===== config.mk =====
export PLATFORM = sky130hd
export DESIGN_NAME = pwm_channel_sequencer
export DESIGN_NICKNAME = d
export VERILOG_FILES = /design/src/rtl/pwm_channel_sequencer_pkg.sv /design/src/rtl/pwm_channel_sequencer_switch_debouncer.sv /design/src/rtl/pwm_channel_sequencer.sv
export SDC_FILE = /design/constraint.sdc
export NUM_CORES = 1
export LEC_CHECK = 0
export ABC_AREA = 1
export CAP_MARGIN = 25
export CELL_PAD_IN_SITES_DETAIL_PLACEMENT = 1
export CELL_PAD_IN_SITES_GLOBAL_PLACEMENT = 1
export CORE_MARGIN = 2
export CORE_UTILIZATION = 47
export CTS_CLUSTER_DIAMETER = 100
export CTS_CLUSTER_SIZE = 24
export DETAILED_ROUTE_END_ITERATION = 6
export MAX_ROUTING_LAYER = met4
export PLACE_DENSITY = 0.81
export SLEW_MARGIN = 40
export SYNTH_ARGS = -nofsm -noshare
export SYNTH_HDL_FRONTEND = slang
export SYNTH_SLANG_ARGS = --single-unit
export TNS_END_PERCENT = 50

===== constraint.sdc =====
create_clock -name clk_50MHz -period 3.4 [get_ports clk_50MHz]
set_input_delay 1.02 -clock clk_50MHz [delete_from_list [all_inputs] [get_ports clk_50MHz]]
set_output_delay 1.02 -clock clk_50MHz [all_outputs]
set_load 0.02 [all_outputs]

===== src/rtl/pwm_channel_sequencer_pkg.sv =====
// Shared definitions for the lamp PWM channel sequencer: channel count,
// FSM state encoding and channel-selection helpers.
package pwm_channel_sequencer_pkg;

   localparam int N_CH = 3;

   typedef logic [1:0] ch_idx_t;

   typedef enum logic [1:0] {
      ST_OFF     = 2'd0,
      ST_MANUAL  = 2'd1,
      ST_SEQ_ON  = 2'd2,
      ST_SEQ_GAP = 2'd3
   } seq_state_e;

   // Lowest set bit of the mask; channel 0 when the mask is empty.
   function automatic ch_idx_t lowest_ch(input logic [N_CH-1:0] mask);
      ch_idx_t idx;
      idx = '0;
      for (int i = N_CH - 1; i >= 0; i--) begin
         if (mask[i]) idx = ch_idx_t'(i);
      end
      return idx;
   endfunction

   // Next channel after cur, wrapping 2->0, restricted to the mask.
   // Returns cur itself when no other channel is eligible.
   function automatic ch_idx_t next_ch(input ch_idx_t cur, input logic [N_CH-1:0] mask);
      ch_idx_t idx;
      ch_idx_t cand;
      idx = cur;
      for (int k = N_CH - 1; k >= 1; k--) begin
         cand = ch_idx_t'((int'(cur) + k) % N_CH);
         if (mask[cand]) idx = cand;
      end
      return idx;
   endfunction

   function automatic logic [N_CH-1:0] ch_mask(input ch_idx_t idx);
      logic [N_CH-1:0] m;
      m = '0;
      m[idx] = 1'b1;
      return m;
   endfunction

endpackage


===== src/rtl/pwm_channel_sequencer_switch_debouncer.sv =====
// Two-flop synchronizer followed by a stable-sample counter; the output only
// takes a new level after DEBOUNCE_CYCLES consecutive identical samples.
module pwm_channel_sequencer_switch_debouncer #(
   parameter int DEBOUNCE_CYCLES = 1_000_000
) (
   input  logic clk_50MHz,
   input  logic rst_n,
   input  logic sw_raw,
   output logic sw_deb
);

   localparam int CW = $clog2(DEBOUNCE_CYCLES + 1);
   localparam logic [CW-1:0] CNT_LAST = CW'(DEBOUNCE_CYCLES - 1);

   logic          sync_1;
   logic          sync_2;
   logic [CW-1:0] stable_cnt;

   always_ff @(posedge clk_50MHz or negedge rst_n) begin
      if (!rst_n) begin
         sync_1     <= 1'b0;
         sync_2     <= 1'b0;
         sw_deb     <= 1'b0;
         stable_cnt <= '0;
      end else begin
         sync_1 <= sw_raw;
         sync_2 <= sync_1;
         // Any sample matching the accepted level restarts the count.
         if (sync_2 == sw_deb) begin
            stable_cnt <= '0;
         end else if (stable_cnt == CNT_LAST) begin
            sw_deb     <= sync_2;
            stable_cnt <= '0;
         end else begin
            stable_cnt <= stable_cnt + CW'(1);
         end
      end
   end

endmodule


===== src/rtl/pwm_channel_sequencer.sv =====
// Gates three lamp PWM channels onto the driver pins, either by manual
// enables or as a timed rotation with break-before-make blanking.
module pwm_channel_sequencer
   import pwm_channel_sequencer_pkg::*;
#(
   parameter int DWELL_CYCLES    = 100_000_000,
   parameter int GAP_CYCLES      = 50_000,
   parameter int DEBOUNCE_CYCLES = 1_000_000
) (
   input  logic             clk_50MHz,
   input  logic             rst_n,
   input  logic [N_CH-1:0]  sw_en,
   input  logic             sw_seq,
   input  logic [N_CH-1:0]  pwm_in,
   output logic [N_CH-1:0]  pwm_out,
   output logic [N_CH-1:0]  led,
   output logic             seq_active,
   output seq_state_e       dbg_state
);

   localparam int DW = $clog2(DWELL_CYCLES + 1);
   localparam int GW = (GAP_CYCLES > 0) ? $clog2(GAP_CYCLES + 1) : 1;
   localparam logic [DW-1:0] DWELL_LAST = DW'(DWELL_CYCLES - 1);
   localparam logic [GW-1:0] GAP_LAST   = GW'((GAP_CYCLES > 0) ? GAP_CYCLES - 1 : 0);

   logic [N_CH-1:0] en;
   logic            seq;

   for (genvar i = 0; i < N_CH; i++) begin : g_en_deb
      pwm_channel_sequencer_switch_debouncer #(.DEBOUNCE_CYCLES(DEBOUNCE_CYCLES)) u_deb (
         .clk_50MHz (clk_50MHz),
         .rst_n     (rst_n),
         .sw_raw    (sw_en[i]),
         .sw_deb    (en[i])
      );
   end

   pwm_channel_sequencer_switch_debouncer #(.DEBOUNCE_CYCLES(DEBOUNCE_CYCLES)) u_seq_deb (
      .clk_50MHz (clk_50MHz),
      .rst_n     (rst_n),
      .sw_raw    (sw_seq),
      .sw_deb    (seq)
   );

   seq_state_e      state, state_n;
   ch_idx_t         ch_idx, ch_n;
   ch_idx_t         nxt_idx, nxt_n;
   logic [DW-1:0]   dwell_cnt, dwell_n;
   logic [GW-1:0]   gap_cnt, gap_n;
   logic [N_CH-1:0] mask_n;
   logic [N_CH-1:0] pwm_sync_1, pwm_sync_2;

   logic [N_CH-1:0] elig;
   ch_idx_t         nxt_calc;
   logic            ch_lost;

   // An empty enable set means "rotate through everything".
   assign elig     = (en != '0) ? en : {N_CH{1'b1}};
   assign nxt_calc = next_ch(ch_idx, elig);
   assign ch_lost  = (en != '0) && !en[ch_idx];

   always_comb begin
      state_n = state;
      ch_n    = ch_idx;
      nxt_n   = nxt_idx;
      dwell_n = dwell_cnt;
      gap_n   = gap_cnt;
      case (state)
         ST_OFF, ST_MANUAL: begin
            if (seq) begin
               state_n = ST_SEQ_ON;
               ch_n    = lowest_ch(en);
               dwell_n = '0;
               gap_n   = '0;
            end else begin
               state_n = (en != '0) ? ST_MANUAL : ST_OFF;
            end
         end
         ST_SEQ_ON: begin
            if (!seq) begin
               state_n = (en != '0) ? ST_MANUAL : ST_OFF;
               ch_n    = '0;
               dwell_n = '0;
               gap_n   = '0;
            end else if (ch_lost || dwell_cnt == DWELL_LAST) begin
               if (nxt_calc == ch_idx) begin
                  dwell_n = '0;
               end else if (GAP_CYCLES == 0) begin
                  ch_n    = nxt_calc;
                  dwell_n = '0;
               end else begin
                  state_n = ST_SEQ_GAP;
                  nxt_n   = nxt_calc;
                  dwell_n = '0;
                  gap_n   = '0;
               end
            end else begin
               dwell_n = dwell_cnt + DW'(1);
            end
         end
         ST_SEQ_GAP: begin
            if (!seq) begin
               state_n = (en != '0) ? ST_MANUAL : ST_OFF;
               ch_n    = '0;
               dwell_n = '0;
               gap_n   = '0;
            end else if (gap_cnt == GAP_LAST) begin
               state_n = ST_SEQ_ON;
               ch_n    = nxt_idx;
               dwell_n = '0;
               gap_n   = '0;
            end else begin
               gap_n = gap_cnt + GW'(1);
            end
         end
         default: state_n = ST_OFF;
      endcase
   end

   // The gating mask follows the next state so outputs stay aligned with it.
   always_comb begin
      mask_n = '0;
      case (state_n)
         ST_MANUAL: mask_n = en;
         ST_SEQ_ON: mask_n = ch_mask(ch_n);
         default:   mask_n = '0;
      endcase
   end

   always_ff @(posedge clk_50MHz or negedge rst_n) begin
      if (!rst_n) begin
         state      <= ST_OFF;
         ch_idx     <= '0;
         nxt_idx    <= '0;
         dwell_cnt  <= '0;
         gap_cnt    <= '0;
         pwm_sync_1 <= '0;
         pwm_sync_2 <= '0;
         pwm_out    <= '0;
         led        <= '0;
         seq_active <= 1'b0;
      end else begin
         state      <= state_n;
         ch_idx     <= ch_n;
         nxt_idx    <= nxt_n;
         dwell_cnt  <= dwell_n;
         gap_cnt    <= gap_n;
         pwm_sync_1 <= pwm_in;
         pwm_sync_2 <= pwm_sync_1;
         pwm_out    <= pwm_sync_2 & mask_n;
         led        <= mask_n;
         seq_active <= (state_n == ST_SEQ_ON) || (state_n == ST_SEQ_GAP);
      end
   end

   assign dbg_state = state;

endmodule

==> results.yml, run 1 <==
floorplan:
  core_area_mm2: 0.0171
  die_w_um: 136
  die_y_um: 136
  dieArea_mm2: 0.0184
  fp-row-count: 48
  ios: 18
  initial_utilization_pct: 47.6
clock_network:
  htree_levels: 4
  cts_tree: "built"
  ctsHoldBuffers: 0
  clock-sinks: 154
  insertion_delay_ps: 440
  clk_pin_slew_ps: 70
  cts_resized: 0
  cts_setup_buffers: 0
  clock_path_buffers: 2
  cts_root_buf: "clkbuf_16"
  numCtsBuffers: 17
yosys:
  ys_seq_area_share_pct: 47.3
  synth_common_cells: "nand2_1 (187), dfrtp_1 (154), nor2_1 (137)"
  synth_area_leaders: "dfrtp_1 (47%), nand2_1 (8.6%), nor2_1 (6.3%), inv_1 (6.1%), nand3_1 (4.9%)"
  synth.most_common_cell: "nand2_1"
  ys_warn_count: 0
  syn_area_per_cell_um2: 8.03
  yosys.area.top_type: "dfrtp_1"
  synthFlopType: "dfrtp_1"
  synth_area_mm2: 0.00814
  synth_cell_types: 43
  synth_edf_count: 0
  ys_seq_elements: 154
  synth_cells: 1014
  async_reset_ff_share_pct: 100
  yosysTopAreaCellShare_pct: 47.3
  syn-num-nets: 1034
critical_path:
  crit_path_frequent_cell: "nand2_1"
  endpoint_kind: "flop"
  path_class: "reg2reg"
  cp-start-kind: "flop"
  startpoint: "ch_idx[0]"
  cp_slowest_cell: "dfrtp_1"
  critPathMaxStageDelay_ps: 460
  cp_cell_sequence: "inv_1 > ha_1 > inv_1 > nand2_1 > nand3_1 > nand2_1 > nand3_1 > nand2_1 > nand2_1 > nand3_2 > nand2_1 > nand2_1 > a21oi_1 > ha_1 > nand3_1 > o21ai_0 > nand2_1 > nor2_1"
  r2r_start: "ch_idx[0]"
  crit_path_max_fanout: 8
  arrival_ps: 3260
  ff2ff_path_depth: 18
  critPathRequiredTime_ps: 3770
status:
  status: "completed"
finish:
  seq_area_mm2: 0.00385
  fin_area_mm2: 0.00921
  multiInputGateArea_mm2: 0.00368
  post-route-util_pct: 53.8
  nNetsFinal: 1061
  drive_gt1_share_pct: 7.02
  num-fill-cells: 2116
  area_growth_pct: 13.2
  antenna_cells: 0
routing:
  routed_wl_um: 20700
  drt_iter0_markers: 310
  drc: 0
  drt_first_pass_iters: 5
  drt.antenna.violating_nets: 0
  vias: 6879
  wire_per_inst_um: 16.2
  viasPerCell: 5.38
power_and_ir_drop:
  power.total_mw: 3.99
  vdd_drop_max_v: 0.000373
  cellLeakagePower_nw: 4.12
  pwr_density_cell_mw_per_mm2: 433
placement:
  post-dp-hpwl_um: 14400
  placed_cell_area_mm2: 0.00858
  numPortBuffers: 17
  gp_congestion: 0.853
sta:
  worst_slew_margin_rel_pct: 51.9
  fin_crit_sh_pct: 85.2
  fin_setup_tns_ps: 0
  drv_slew: 0
  hold_viol: 0
  setup_viol: 0
  period_minus_slack_ps: 2900
  rsz0062_at_grt: "no"
  worst_pin_slew_ps: 721
  fmax_ghz: 0.345
  skew_ps: 9.61
hold_path:
  hold_depth: 0
  hold_class: "reg2reg"
  hp-start: "pwm_sync_1[2]"
grt:
  antenna_found_initial: 0
  grt_pass1_wl_um: 35200
  track_usage_pct: 24.7
  grt_pass1_vias: 7386
  grt_max_degree: 85
  overflow: 0
run:
  drv_cap: 0
==> path summary, 6_finish.rpt <==
check | endpoint | slack, ps
worst max-delay path | pwm_out[2] | 500
worst min-delay path | pwm_sync_2[2] | 350
worst max register to register | pwm_out[2] | 500
worst min register to register | pwm_sync_2[2] | 350
max in group asynchronous | g_en_deb[1].u_deb.stable_cnt[12] | 2100
min in group asynchronous | u_seq_deb.stable_cnt[0] | 630
==> worst max-delay path: cells and delay by family, from the launching register on <==
family                     cells  cell delay [ps]
and+or+nand+nor               12             1150
buffers and inverters          2              240
DFF                            1              460
AOI/OAI and AO/OA              2              400
adders and majority gates      2              580
==> sequential cells by signal (all words and copies together) (netlist names), 3 cells and up <==
name / cells
g_en_deb.u_deb.stable_cnt: 60
dwell_cnt: 27
u_seq_deb.stable_cnt: 20
gap_cnt: 16
g_en_deb.u_deb.sw_deb: 3
g_en_deb.u_deb.sync_1: 3
g_en_deb.u_deb.sync_2: 3
led: 3
pwm_out: 3
pwm_sync_1: 3
pwm_sync_2: 3
==> routing by layer <==
| metal | global-route usage [%] | share of wire [%] | up-vias |
|---|---|---|---|
| li1 | - | - | 3373 |
| met1 | 29.8 | 45 | 3411 |
| met2 | 42.6 | 51 | 69 |
| met3 | 3.93 | 2.1 | 26 |
| met4 | 7.47 | 1.3 | 0 |
| met5 | - | 0 | - |
==> layout make-up <==
| class | instances | share of cell area [%] |
|---|---|---|
| clock buffers | 21 | 5.11 |
| clock inverters | 11 | 1.71 |
| inverters | 141 | 5.80 |
| multi-input cells | 705 | 39.9 |
| flip-flops and latches | 154 | 41.8 |
| well taps | 225 | 3.06 |
| repair buffers | 22 | 2.57 |
==> power by group <==
group | leakage (nW) | switching (mW) | internal, mW
sequential | 2.11 | 0.0130 | 1.85
combinational | 1.70 | 0.0715 | 0.0299
clock | 0.307 | 0.794 | 1.23
total | 4.12 | 0.879 | 3.11
==> cells by family after synthesis <==
family	synth area share [%]
buffers and inverters	7.47
multiplexers	0.415
flip-flops	47.3
AO/OA/AOI/OAI	5.30
AND/OR/NAND/NOR	32.0
XOR/XNOR	5.81
adder cells (fa/ha/maj)	1.69
==> cell usage in the layout, fill, tap and decap left out, drive strengths merged, types with 7 or more instances in the layout <==
| cell | instances |
|---|---|
| nand2 | 191 |
| dfrtp | 154 |
| inv | 142 |
| nor2 | 140 |
| nand3 | 81 |
| nor3 | 63 |
| nand4 | 44 |
| xor2 | 40 |
| a21oi | 32 |
| o21ai | 27 |
| clkbuf | 22 |
| nor4 | 17 |
| clkdlybuf4s50 | 16 |
| xnor2 | 14 |
| ha | 11 |
| nor3b | 8 |
| a31oi | 7 |
==> per-stage QoR <==
| stage | std cells | hold slack, ps | setup slack [ps] |
|---|---|---|---|
| CTS | 1279 | 354 | 526 |
| floorplan | 1014 | 331 | 1040 |
| finish | 1279 | 351 | 504 |
| detailed placement | 1247 | 339 | 580 |
| global placement | 1247 | 332 | 769 |
| global route | 1279 | 369 | 213 |
Note: power is estimated with default switching activity, not from simulation.
==> inputs of run 2 (changes only) <==
- CORE_MARGIN: 2 -> 1
==> run 2 against run 1 <==
  * Register-to-register slack lost 20 ps
  * Sequential share of layout area is 0.16 points lower
  * Clock power rose by 11%
  * Critical path type unchanged
  * Power increased by 5.5%
  * Core utilization grew 1.4 points
  * Die area decreased by 2.9%
==> results.yml, run 2 (same netlist as run 1, synthesis figures left out) <==
finish:
  nNetsFinal: 1061
  largest_registers: "g_en_deb.u_deb.stable_cnt (60), dwell_cnt (27), u_seq_deb.stable_cnt (20)"
  area_growth_pct: 13.6
  final_common_cell: "nand2_1"
  top_register: "g_en_deb.u_deb.stable_cnt"
  multiInputGateArea_mm2: 0.00368
  antenna_cells: 0
  largest_reg_flops: 60
  final_cell_mix: "nand2_1 (187), dfrtp_1 (154), nor2_1 (137), inv_1 (132), nand3_1 (79)"
  num-fill-cells: 2021
  drive_gt1_share_pct: 6.84
  seq_area_mm2: 0.00385
clock_network:
  clk_pin_slew_ps: 60
  cts_setup_buffers: 0
  cts_root_buf: "clkbuf_16"
  clock-sinks: 154
  numCtsBuffers: 17
  clock_path_buffers: 2
  ctsHoldBuffers: 0
  insertion_delay_ps: 430
  cts_resized: 0
  htree_levels: 4
  cts_tree: "built"
floorplan:
  core_area_mm2: 0.0168
  die_y_um: 134
  initial_utilization_pct: 48.6
  ios: 18
  fp-row-count: 47
  dieArea_mm2: 0.0179
  die_w_um: 134
sta:
  worst_pin_slew_ps: 645
  drv_slew: 0
  fmax_ghz: 0.343
  setup_viol: 0
  hold_viol: 0
  rsz0062_at_grt: "no"
  holdWs_ps: 351
  period_minus_slack_ps: 2920
  fin_setup_tns_ps: 0
  fin_crit_sh_pct: 85.8
  skew_ps: 10.8
  worst_slew_margin_rel_pct: 57.0
grt:
  track_usage_pct: 26.7
  grt_max_degree: 66
  overflow: 0
  use_met3_pct: 5.37
  met1_usage_pct: 32.5
  grt_pass1_vias: 7483
  antenna_found_initial: 0
  use_met2_pct: 44.5
  gr-max-usage-layer: "met2"
  grt_pass1_wl_um: 36700
routing:
  viasPerCell: 5.45
  routed_wl_um: 21200
  drt_first_pass_iters: 4
  drt_iter0_markers: 294
  vias: 6933
  drt.antenna.violating_nets: 0
  drc: 0
  wire_per_inst_um: 16.7
power_and_ir_drop:
  p_seq_share_pct: 44.3
  power.share.switching_pct: 20.5
  pwr_density_cell_mw_per_mm2: 455
  cellLeakagePower_nw: 4.13
  internal_power_mw: 3.35
  clkPwrFrac_pct: 53.3
  p_sw_uw: 861
  combPwrFrac_pct: 2.4
  vdd_drop_max_v: 0.000349
hold_path:
  hold_depth: 0
  hold_class: "reg2reg"
placement:
  gp_congestion: 0.867
  numPortBuffers: 17
  post-dp-hpwl_um: 14300
critical_path:
  regToRegEndpoint: "pwm_out[0]"
  r2r_start: "ch_idx[0]"
  critPathRequiredTime_ps: 3760
  ff2ff_path_depth: 18
  cp-start-kind: "flop"
  crit_path_max_fanout: 8
  startpoint: "ch_idx[0]"
  path_class: "reg2reg"
  cp-endpoint: "pwm_out[0]"
  r2r_setup_slack_ps: 480
  arrival_ps: 3280
  endpoint_kind: "flop"
status:
  status: "completed"
run:
  drv_cap: 0
## run 2: cell types whose count changed in the layout (fill, tap and decap cells not counted), sizes merged
cell	previous run	this run
buf	5	6
inv	142	139
bufinv	3	7
clkinv	6	4
clkbuf	22	19
clkinvlp	1	2
## run 2: routing by layer
metal / part of all wire [%] / routed length, µm
met5: 0 / 0
met4: 2.0 / 426
met3: 2.3 / 483
met2: 51 / 10800
met1: 45 / 9510
## run 2: how the worst min path moves through the flow
stage                        startpoint                  endpoint  slack, ps
3_3_place_gp              pwm_sync_1[1]             pwm_sync_2[1]        330
4_1_cts                   pwm_sync_1[0]             pwm_sync_2[0]        350
3_5_place_dp              pwm_sync_1[0]             pwm_sync_2[0]        340
6_report                  pwm_sync_1[0]             pwm_sync_2[0]        350
2_1_floorplan  g_en_deb[0].u_deb.sync_1  g_en_deb[0].u_deb.sync_2        330
5_1_grt                   pwm_sync_1[1]             pwm_sync_2[1]        370
## run 2: stage by stage
step	cells	worst slack (ps)	power [mW]	cell area (µm²)	utilization, %
2_1_floorplan	1014	1040	1.93	8140	-
3_3_place_gp	1242	765	2.00	8560	51.1
3_5_place_dp	1242	522	2.00	8560	51.1
6_report	1272	483	4.21	9250	55.2
5_1_grt	1272	79.3	4.32	9250	55.2
4_1_cts	1272	502	4.25	9250	55.2
## run 2: worst max-delay path: stages (launching register included)
cell and delay (ps):
dfrtp_1 500, inv_1 130, ha_1 360, inv_1 120
nand2_1 60, nand3_1 130, nand2_1 80, nand3_1 110
nand2_1 70, nand2_1 70, nand3_2 110, nand2_1 90
nand2_1 80, a21oi_1 160, ha_1 220, nand3_1 110
o21ai_0 230, nand2_1 120, nor2_1 90
## run 2: layout make-up
type / count / share of cell area [%]
clock buffer: 19 / 4.79
clock inverter: 11 / 2.62
inverter: 141 / 5.78
multi-input combinational: 705 / 39.8
sequential: 154 / 41.7
tap: 220 / 2.98
timing repair buffer: 22 / 2.39
## run 2: power by group through the flow
stage                     Clock, mW  Combinational, mW  Sequential [mW]
after global placement            0             0.0995             1.90
after floorplan                   0             0.0380             1.90
final                          2.24              0.100             1.87
after CTS                      2.28              0.105             1.87
after global routing           2.33              0.117             1.87
after detailed placement          0              0.103             1.90
==> inputs of run 3 (changes only) <==
- CORE_UTILIZATION: 47 -> 44
- CTS_BUF_LIST: unset -> sky130_fd_sc_hd__clkbuf_8
- PLACE_DENSITY: 0.81 -> 0.8
- clock period: 3.4 -> 2.56 ns (I/O delays scaled with it)
==> run 3 against run 2 <==
  * Non-clock buffer count grew 14
  * Cell count grew 2.0%
  * Via count grew 0.78%
  * Cell area shrank 0.62%
  * Critical path depth is the same
  * Global-route usage shrank 3.2 points
  * Combinational power grew 39%
  * Largest power group is now sequential cells
==> results.yml, run 3 (same netlist as run 1, synthesis figures left out) <==
status:
  status: "completed"
finish:
  post_layout_nonfiller_instances: 1297
  num-fill-cells: 2217
  top_register: "g_en_deb.u_deb.stable_cnt"
  drive_gt1_share_pct: 10.7
  final_common_cell: "nand2_1"
  final_cell_mix: "nand2_1 (179), dfrtp_1 (151), nor2_1 (136), inv_1 (130), nand3_1 (75)"
  largest_reg_flops: 60
  nNetsFinal: 1075
  antenna_cells: 0
  post-route-util_pct: 51.0
  area_growth_pct: 12.9
  largest_registers: "g_en_deb.u_deb.stable_cnt (60), dwell_cnt (27), u_seq_deb.stable_cnt (20)"
clock_network:
  numCtsBuffers: 17
  cts_root_buf: "clkbuf_8"
  htree_levels: 4
  clk_pin_slew_ps: 90
  insertion_delay_ps: 470
  clock-sinks: 154
  cts_tree: "built"
  ctsHoldBuffers: 0
  clock_path_buffers: 2
power_and_ir_drop:
  cellLeakagePower_nw: 4.09
  internal_power_mw: 3.47
  p_seq_share_pct: 54.1
  power.total_mw: 4.57
  clkPwrFrac_pct: 42.9
  p_sw_mw: 1.10
  combPwrFrac_pct: 3.0
  vdd_drop_max_v: 0.000365
  power.share.switching_pct: 24.1
  pwr_density_cell_mw_per_mm2: 497
routing:
  drc: 0
  drt_iter0_markers: 261
  routed_wl_um: 20300
  viasPerCell: 5.39
  wire_per_inst_um: 15.7
  drt.antenna.violating_nets: 0
  drt_first_pass_iters: 4
  vias: 6987
critical_path:
  path_class: "reg2reg"
  endpoint_kind: "flop"
  cp-start-kind: "flop"
  arrival_ps: 2850
  critPathRequiredTime_ps: 2960
  crit_path_max_fanout: 4
sta:
  holdWs_ps: 234
  fmax_ghz: 0.408
  skew_ps: 9.00
  drv_slew: 0
  fin_crit_sh_pct: 95.8
  hold_viol: 0
  setup_viol: 0
  period_minus_slack_ps: 2450
  worst_pin_slew_ps: 583
  worst_slew_margin_rel_pct: 60.8
  rsz0062_at_grt: "yes"
placement:
  gp_congestion: 0.789
  placed_cells: 1261
  post-dp-hpwl_um: 14500
  numPortBuffers: 17
floorplan:
  die_w_um: 138
  initial_utilization_pct: 45.2
  dieArea_mm2: 0.0190
  fp-row-count: 49
  die_y_um: 138
  ios: 18
  core_area_mm2: 0.0180
grt:
  antenna_found_initial: 0
  overflow: 0
  grt_max_degree: 52
  grt_pass1_wl_um: 35500
  track_usage_pct: 23.4
  grt_pass1_vias: 7384
run:
  drv_cap: 0
hold_path:
  hold_class: "in2async"
run 3: cell types whose count changed in the layout (fill, tap and decap cells not counted), sizes merged:
cell | previous run | this run
buf | 6 | 20
bufinv | 7 | 3
clkinv | 4 | 8
inv | 139 | 143
clkbuf | 19 | 17
run 3: timing repair:
| action | in CTS | in global routing |
|---|---|---|
| pin swaps | 0 | 10 |
| endpoints found under the setup margin | 4 | 7 |
| setup buffers | 1 | 3 |
| hold endpoints to repair | 0 | 0 |
| gates resized for setup | 4 | 27 |
run 3: metrics by stage:
stage / worst slack, ps / TNS, ps / instance area, µm²
finish: 108 / 0 / 9190
global route: -86.6 / -198 / 9190
CTS: 3.26 / 0 / 9090
detailed placement: -73.1 / -91.8 / 8660
global placement: 107 / 0 / 8660
floorplan: 200 / 0 / 8140
run 3: worst max-delay path, cell delays in order (launching register included):
cell and delay (ps):
dfrtp_2 460, ha_4 310, inv_4 40, nand2_2 60, nand3_2 80, nand2_2 110, nand2_2 80, nand2_2 90
nand2_2 60, nand2_2 70, nand3_2 90, nand2_2 80, nand2_2 70, a21oi_2 150, ha_2 200, nand3_2 90
o21ai_2 160, nand2_1 90, nor2_1 120
run 3: layout make-up:
| class | count | area, µm² | area share, % |
|---|---|---|---|
| sequential | 154 | 3860 | 42.0 |
| multi-input combinational | 705 | 3760 | 40.9 |
| inverter | 141 | 537 | 5.84 |
| timing repair buffer | 36 | 339 | 3.69 |
| tap | 229 | 287 | 3.12 |
| clock buffer | 17 | 234 | 2.55 |
| clock inverter | 15 | 176 | 1.92 |
run 3: path summary, 6_finish.rpt:
| path | start | to | slack (ps) | cells after the start |
|---|---|---|---|---|
| max | ch_idx[1] | pwm_out[0] | 110 | 18 |
| min | rst_n | dwell_cnt[21] | 230 | 1 |
| max reg2reg | ch_idx[1] | pwm_out[0] | 110 | 18 |
| min reg2reg | pwm_sync_1[0] | pwm_sync_2[0] | 350 | 0 |
| max in group asynchronous | rst_n | g_en_deb[0].u_deb.sync_1 | 1600 | 2 |
| min in group clk_50MHz | pwm_sync_1[0] | pwm_sync_2[0] | 350 | 0 |
run 3: power groups by stage:
stage	clock network, mW	logic, mW	registers [mW]
floorplan	0	0.0504	2.52
global placement	0	0.139	2.52
detailed placement	0	0.145	2.52
CTS	2.00	0.146	2.47
global route	2.09	0.163	2.48
finish	1.96	0.139	2.47
run 3: layer usage:
layer	vias up	global-route usage, %	wire length [µm]
met3	34	3.64	404
met1	3475	28.6	9160
met5	-	-	0
li1	3400	-	-
met2	78	39.4	10400
met4	0	8.10	407
